$ cat config.mk
export PLATFORM = sky130hd
export DESIGN_NAME = demux_1_8_v_behavior_flat
export DESIGN_NICKNAME = d
export VERILOG_FILES = /design/src/rtl/demux_1_8_v_behavior_if.sv /design/src/rtl/demux_1_8_v_behavior.sv /design/src/flat_wrapper.sv
export SDC_FILE = /design/constraint.sdc
export NUM_CORES = 1
export LEC_CHECK = 0
export ABC_CLOCK_PERIOD_IN_PS = 840
export CORE_AREA = 3 3 40 42
export DETAILED_ROUTE_END_ITERATION = 6
export DIE_AREA = 0 0 43 45
export PLACE_DENSITY = 0.48
export REMOVE_ABC_BUFFERS = 1
export SYNTH_ARGS = -nofsm -noshare
export SYNTH_HDL_FRONTEND = slang
export SYNTH_SLANG_ARGS = --single-unit
$ cat constraint.sdc
create_clock -name i_clk -period 0.84 [get_ports i_clk]
set_input_delay 0.252 -clock i_clk [delete_from_list [all_inputs] [get_ports i_clk]]
set_output_delay 0.252 -clock i_clk [all_outputs]
set_load 0.01 [all_outputs]
$ cat src/rtl/demux_1_8_v_behavior_if.sv
// Bus bundle for the registered 1-to-8 demultiplexer: data bit and select in,
// decoded line bus and select-error flag out.
interface demux_1_8_v_behavior_if;
  logic       i_a;
  logic [7:0] i_sel_code;
  logic [7:0] o_code;
  logic       o_sel_err;

  modport master (
    output i_a,
    output i_sel_code,
    input  o_code,
    input  o_sel_err
  );

  modport slave (
    input  i_a,
    input  i_sel_code,
    output o_code,
    output o_sel_err
  );
endinterface

$ cat src/rtl/demux_1_8_v_behavior.sv
// Registered 1-to-8 demux: i_a lands on line i_sel_code[2:0], every other line is low.
// Define DEMUX_SEL_CHECK_EN to flag non-zero reserved select bits and blank the bus.

module demux_1_8_v_behavior_lane #(
  parameter int IDX = 0
) (
  input  logic       a,
  input  logic [2:0] idx,
  input  logic       blank,
  output logic       d
);
  assign d = a & ~blank & (idx == IDX[2:0]);
endmodule

module demux_1_8_v_behavior (
  input  logic                        i_clk,
  input  logic                        i_rst,
  demux_1_8_v_behavior_if.slave       bus
);
  localparam int NUM_LANES = 8;

  logic [2:0]           idx;
  logic                 sel_err_nxt;
  logic [NUM_LANES-1:0] code_nxt;

  assign idx = bus.i_sel_code[2:0];

`ifdef DEMUX_SEL_CHECK_EN
  assign sel_err_nxt = |bus.i_sel_code[7:3];
`else
  // Reserved bits are ignored; keep them referenced so they read as intentionally unused.
  logic unused_rsvd;
  assign unused_rsvd = ^bus.i_sel_code[7:3];
  assign sel_err_nxt = 1'b0;
`endif

  for (genvar g = 0; g < NUM_LANES; g++) begin : g_lane
    demux_1_8_v_behavior_lane #(.IDX(g)) u_lane (
      .a     (bus.i_a),
      .idx   (idx),
      .blank (sel_err_nxt),
      .d     (code_nxt[g])
    );
  end

  always_ff @(posedge i_clk) begin
    if (i_rst) begin
      bus.o_code    <= '0;
      bus.o_sel_err <= 1'b0;
    end else begin
      bus.o_code    <= code_nxt;
      bus.o_sel_err <= sel_err_nxt;
    end
  end
endmodule

$ cat src/flat_wrapper.sv
// flat-port wrapper written by rule: the top's interface ports become plain ports
module demux_1_8_v_behavior_flat 
  (i_clk, i_rst, bus_i_a, bus_i_sel_code, bus_o_code, bus_o_sel_err);
  demux_1_8_v_behavior_if bus_i ();
  input  logic i_clk;
  input  logic i_rst;
  input wire logic [$bits(bus_i.i_a)-1:0] bus_i_a;
  input wire logic [$bits(bus_i.i_sel_code)-1:0] bus_i_sel_code;
  output wire logic [$bits(bus_i.o_code)-1:0] bus_o_code;
  output wire logic [$bits(bus_i.o_sel_err)-1:0] bus_o_sel_err;
  assign bus_i.i_a = bus_i_a;
  assign bus_i.i_sel_code = bus_i_sel_code;
  assign bus_o_code = bus_i.o_code;
  assign bus_o_sel_err = bus_i.o_sel_err;
  demux_1_8_v_behavior u_core (.i_clk(i_clk), .i_rst(i_rst), .bus(bus_i));
endmodule
==> results of run 1 <==
[stage by stage]
stage	TNS (ps)	hold slack [ps]
floorplan	0	321.0
global placement	-4522	865.5
detailed placement	-4601	869.1
CTS	-618.7	356.1
global route	-844.0	373.0
finish	-577.9	368.0
[final timing paths]
| check | startpoint | to | cells past startpoint |
|---|---|---|---|
| worst max-delay path | u_core.bus.o_code[2] | bus_o_code[2] | 1 |
| worst min-delay path | i_rst | u_core.bus.o_code[4] | 2 |
[layer usage]
layer	vias up	track usage (%)
met5	-	0
met4	0	5.422
met3	3	1.195
met2	14	10.18
met1	97	5.583
li1	117	-
[power by group]
group / internal (uW) / switching, uW
clock network: 163 / 117
logic: 44.8 / 35.6
registers: 386 / 1.26
[area by class of cell]
cell class	count	area, sq um	share of cell area, %
well taps	15	18.77	4.451
clock buffers	3	22.52	5.341
repair buffers	18	131.4	31.16
multi-input cells	14	87.58	20.77
flip-flops and latches	8	161.4	38.28
[Yosys cell counts]
cell type,number,area share (%)
nor2_1,3,4.6
nand3b_1,1,3.1
nand2_1,1,1.5
buf_4,1,3.1
nand3_1,1,2.0
or3b_1,1,3.6
nor3_1,3,6.1
nand2b_1,1,2.6
dfxtp_1,8,65
nor4_1,1,2.6
conb_1,1,1.5
nor3_2,1,4.1
[cells by family (layout without fill, tap and decap cells)]
kind of cell,count (synthesis),in the layout,synth area share [%]
other cells,1,1,1.529
buf+inv,1,21,3.062
simple gates,13,13,30.10
flops,8,8,65.30
[timing repair]
item / CTS / global route
pin swaps: 2 / 0
gates resized for setup: 42 / 2
setup endpoints to repair: 16 / 8
==> results.toml, run 1 <==
[outcome]
failed_checks = "setup timing"
outcome = "complete, but fails checks"

[placed_design]
dpl-instance-area_sq_um = 424.2
place_congestion = 0.8397
dp.cells = 55
numPortBuffers = 13
pre_cts_slack_ps = -461.4

[route]
met1_length_um = 205
drc_errors = 0
drt-initial-drc-count = 4
routed.top_layer = "met4"
vias = 231
first_pass_iters = 4
ant_nets = 0
wl_per_cell_um = 8.655
wirelength_um = 502
wl_met3_um = 32
vias_per_cell = 3.983
met2_length_um = 254

[finish]
regMostFlops = "u_core.bus.o_code"
reg_top3 = "u_core.bus.o_code: 8 flops"
instances_no_fill = 58
area_delta_synth_final_pct = 71.94
final_cell_mix = "7 x buf_2, 7 x dfxtp_1, 5 x buf_4"
finalNetCount = 56
fin_area_sq_um = 421.7
nFillCells = 131
antenna_cells = 0
utilization_pct = 32.81
largest_reg_flops = 8
drive_gt1_share_pct = 46.51

[worst_setup_path]
crit_required_ps = 590
slowest_delay_ps = 300
critPathTopFamily = "flip-flops"
startpoint_type = "register"
crit_fanout = 1
critPathBufInv = 1
worst-setup-path-type = "reg -> out"
path_cells = "buf_2"
endpoint_kind = "output port"
slowest_stage = "dfxtp_1"
arrival_ps = 670

[floorplanning]
ioPinCount = 20
core_sq_um = 1285
initial_core_util_pct = 19.08
rows = 13
die-area_sq_um = 1935
die_h_um = 45
die_w_um = 43

[worst_hold_path]
hold_class = "in -> reg"

[grt]
overflow = 0
grt_pass1_wl_um = 814
antenna_found_initial = 0
grt_pass1_vias = 230
grt_max_degree = 5
grt_usage_pct = 5.760

[power_and_ir_drop]
peakVddDrop_uv = 553.1
leakage_uw = 0.0001988
p_per_area_nw_per_um2 = 1773
power_uw = 747.6

[synth]
syn_avg_cell_area_sq_um = 10.66
ys_ff_latch = 8
ys_types = 12
ys_seq_area_share_pct = 65.31
syn-instance-count = 23
ys.warnings.count = 0
syn_area_sq_um = 245.2

[cts]
cts_max_level = 1
clkTransAtPathRegs_ps = 50
clockBufferDepth = 2
cts_buffers = 3
cts_sinks = 8
cts_setup_buffers = 0
postCtsHoldBufs = 0
cts_tree = "built"
cts_root_buf = "clkbuf_4"

[timing]
fin_crit_sh_pct = 110.0
finalWorstSetupSlack_ps = -84.01
finalSetupViolCount = 8
fin_crit_ps = 924.0
final_hold_viol_count = 0
drv_slew = 0
rsz0062_at_grt = "true"
fmax_ghz = 1.082

[flow_run]
maxCapViolations = 0
Power figures use the tool's default switching activity.
==> run 2, diff against run 1 <==
- ABC_CLOCK_PERIOD_IN_PS: 840 -> 800
- clock period: 0.84 -> 0.8 ns (I/O delays scaled with it)
==> results.toml, run 2 (synthesized netlist as in run 1, its figures left out) <==
[floorplanning]
rows = 13
die-area_sq_um = 1935
initial_core_util_pct = 19.08
ioPinCount = 20
core_sq_um = 1285
die_h_um = 45
die_w_um = 43

[worst_setup_path]
startpoint_type = "register"
crit_required_ps = 560
crit_fanout = 1
endpoint_kind = "output port"
critPathTopFamily = "flip-flops"
slowest_stage = "dfxtp_1"
arrival_ps = 670
path_cells = "buf_2"
cp-startpoint = "u_core.bus.o_code[2]"
worst-setup-path-type = "reg -> out"
critPathBufInv = 1
slowest_delay_ps = 300

[finish]
regMostFlops = "u_core.bus.o_code"
nFillCells = 131
final_cell_mix = "8 x buf_2, 7 x dfxtp_1, 5 x buf_4"
antenna_cells = 0
finalNetCount = 56
area_delta_synth_final_pct = 70.41
instances_no_fill = 58
final_common_cell = "buf_2"
largest_reg_flops = 8
drive_gt1_share_pct = 51.16
reg_top3 = "u_core.bus.o_code: 8 flops"

[route]
wl_per_cell_um = 8.569
ant_nets = 0
vias = 234
first_pass_iters = 4
wirelength_um = 497
drc_errors = 0
vias_per_cell = 4.034
drt-initial-drc-count = 4

[cts]
cts_sinks = 8
postCtsHoldBufs = 0
cts_setup_buffers = 0
cts_buffers = 3
cts_max_level = 1
cts_root_buf = "clkbuf_4"
cts_tree = "built"
clockBufferDepth = 2
clkTransAtPathRegs_ps = 50

[worst_hold_path]
min-delay-start = "bus_i_sel_code[1]"
hold_class = "in -> reg"

[timing]
fin_crit_ps = 912.4
drv_slew = 0
rsz0062_at_grt = "true"
final_hold_viol_count = 0
fin_crit_sh_pct = 114.1
finalSetupViolCount = 8
fmax_ghz = 1.096
finalWorstSetupSlack_ps = -112.4

[power_and_ir_drop]
power_uw = 783.3
p_per_area_nw_per_um2 = 1874
leakage_uw = 0.0001995
peakVddDrop_uv = 604.0

[outcome]
outcome = "complete, but fails checks"
failed_checks = "setup timing"

[placed_design]
dp.cells = 55
place_congestion = 0.8397
numPortBuffers = 13

[grt]
antenna_found_initial = 0
overflow = 0
grt_usage_pct = 6.010
grt_pass1_vias = 239
grt_max_degree = 5
grt_pass1_wl_um = 855

[flow_run]
maxCapViolations = 0
==> run 2: changes by cell type in the layout (fill, tap and decap cells not counted) <==
cell,change
clkdlybuf4s15_1,-2
buf_2,+1
clkdlybuf4s15_2,+1
==> run 2: final cells by class <==
class	instances	area [sq um]	area share, %
timing repair buffer	18	127.6	30.54
sequential	8	161.4	38.62
clock buffer	3	22.52	5.389
tap	15	18.77	4.491
multi-input combinational	14	87.58	20.96
==> run 2: layer usage <==
| metal | GRT usage [%] | wire (um) |
|---|---|---|
| met5 | 0 | 0 |
| met4 | 5.422 | 0 |
| met3 | 1.195 | 32 |
| met2 | 10.78 | 257 |
| met1 | 5.825 | 206 |
==> run 2: what timing repair did <==
item / 4_1_cts / 5_1_grt
endpoints found under the setup margin: 16 / 9
pin swaps: 2 / 1
gates resized for setup: 45 / 2
==> run 2: report_power, final <==
part / internal (uW) / switching, uW
clock network: 171 / 122
logic: 46.1 / 37.1
registers: 406 / 1.33
==> run 2: through the flow <==
step           hold WS (ps)  utilization [%]  TNS (ps)  setup slack (ps)  area [sq um]
2_1_floorplan         309.0                -         0             5.738         237.7
3_3_place_gp          853.5            33.01     -4970            -456.2         424.2
3_5_place_dp          857.1            33.01     -5049            -489.4         424.2
4_1_cts               290.4            31.94    -842.7            -114.8         410.4
5_1_grt               282.1            32.52     -1068            -141.0         417.9
6_report              285.6            32.52    -800.4            -112.4         417.9
==> run 2: path summary, 6_finish.rpt <==
kind | endpoint | cells past startpoint | slack, ps
worst max-delay path | bus_o_code[2] | 1 | -110
worst min-delay path | u_core.bus.o_code[0] | 3 | 290
==> run 3, diff against run 2 <==
- SLEW_MARGIN: default -> 20
==> results of run 3 <==
Same layout as run 2: the final DEF is identical, and so are final timing and power.
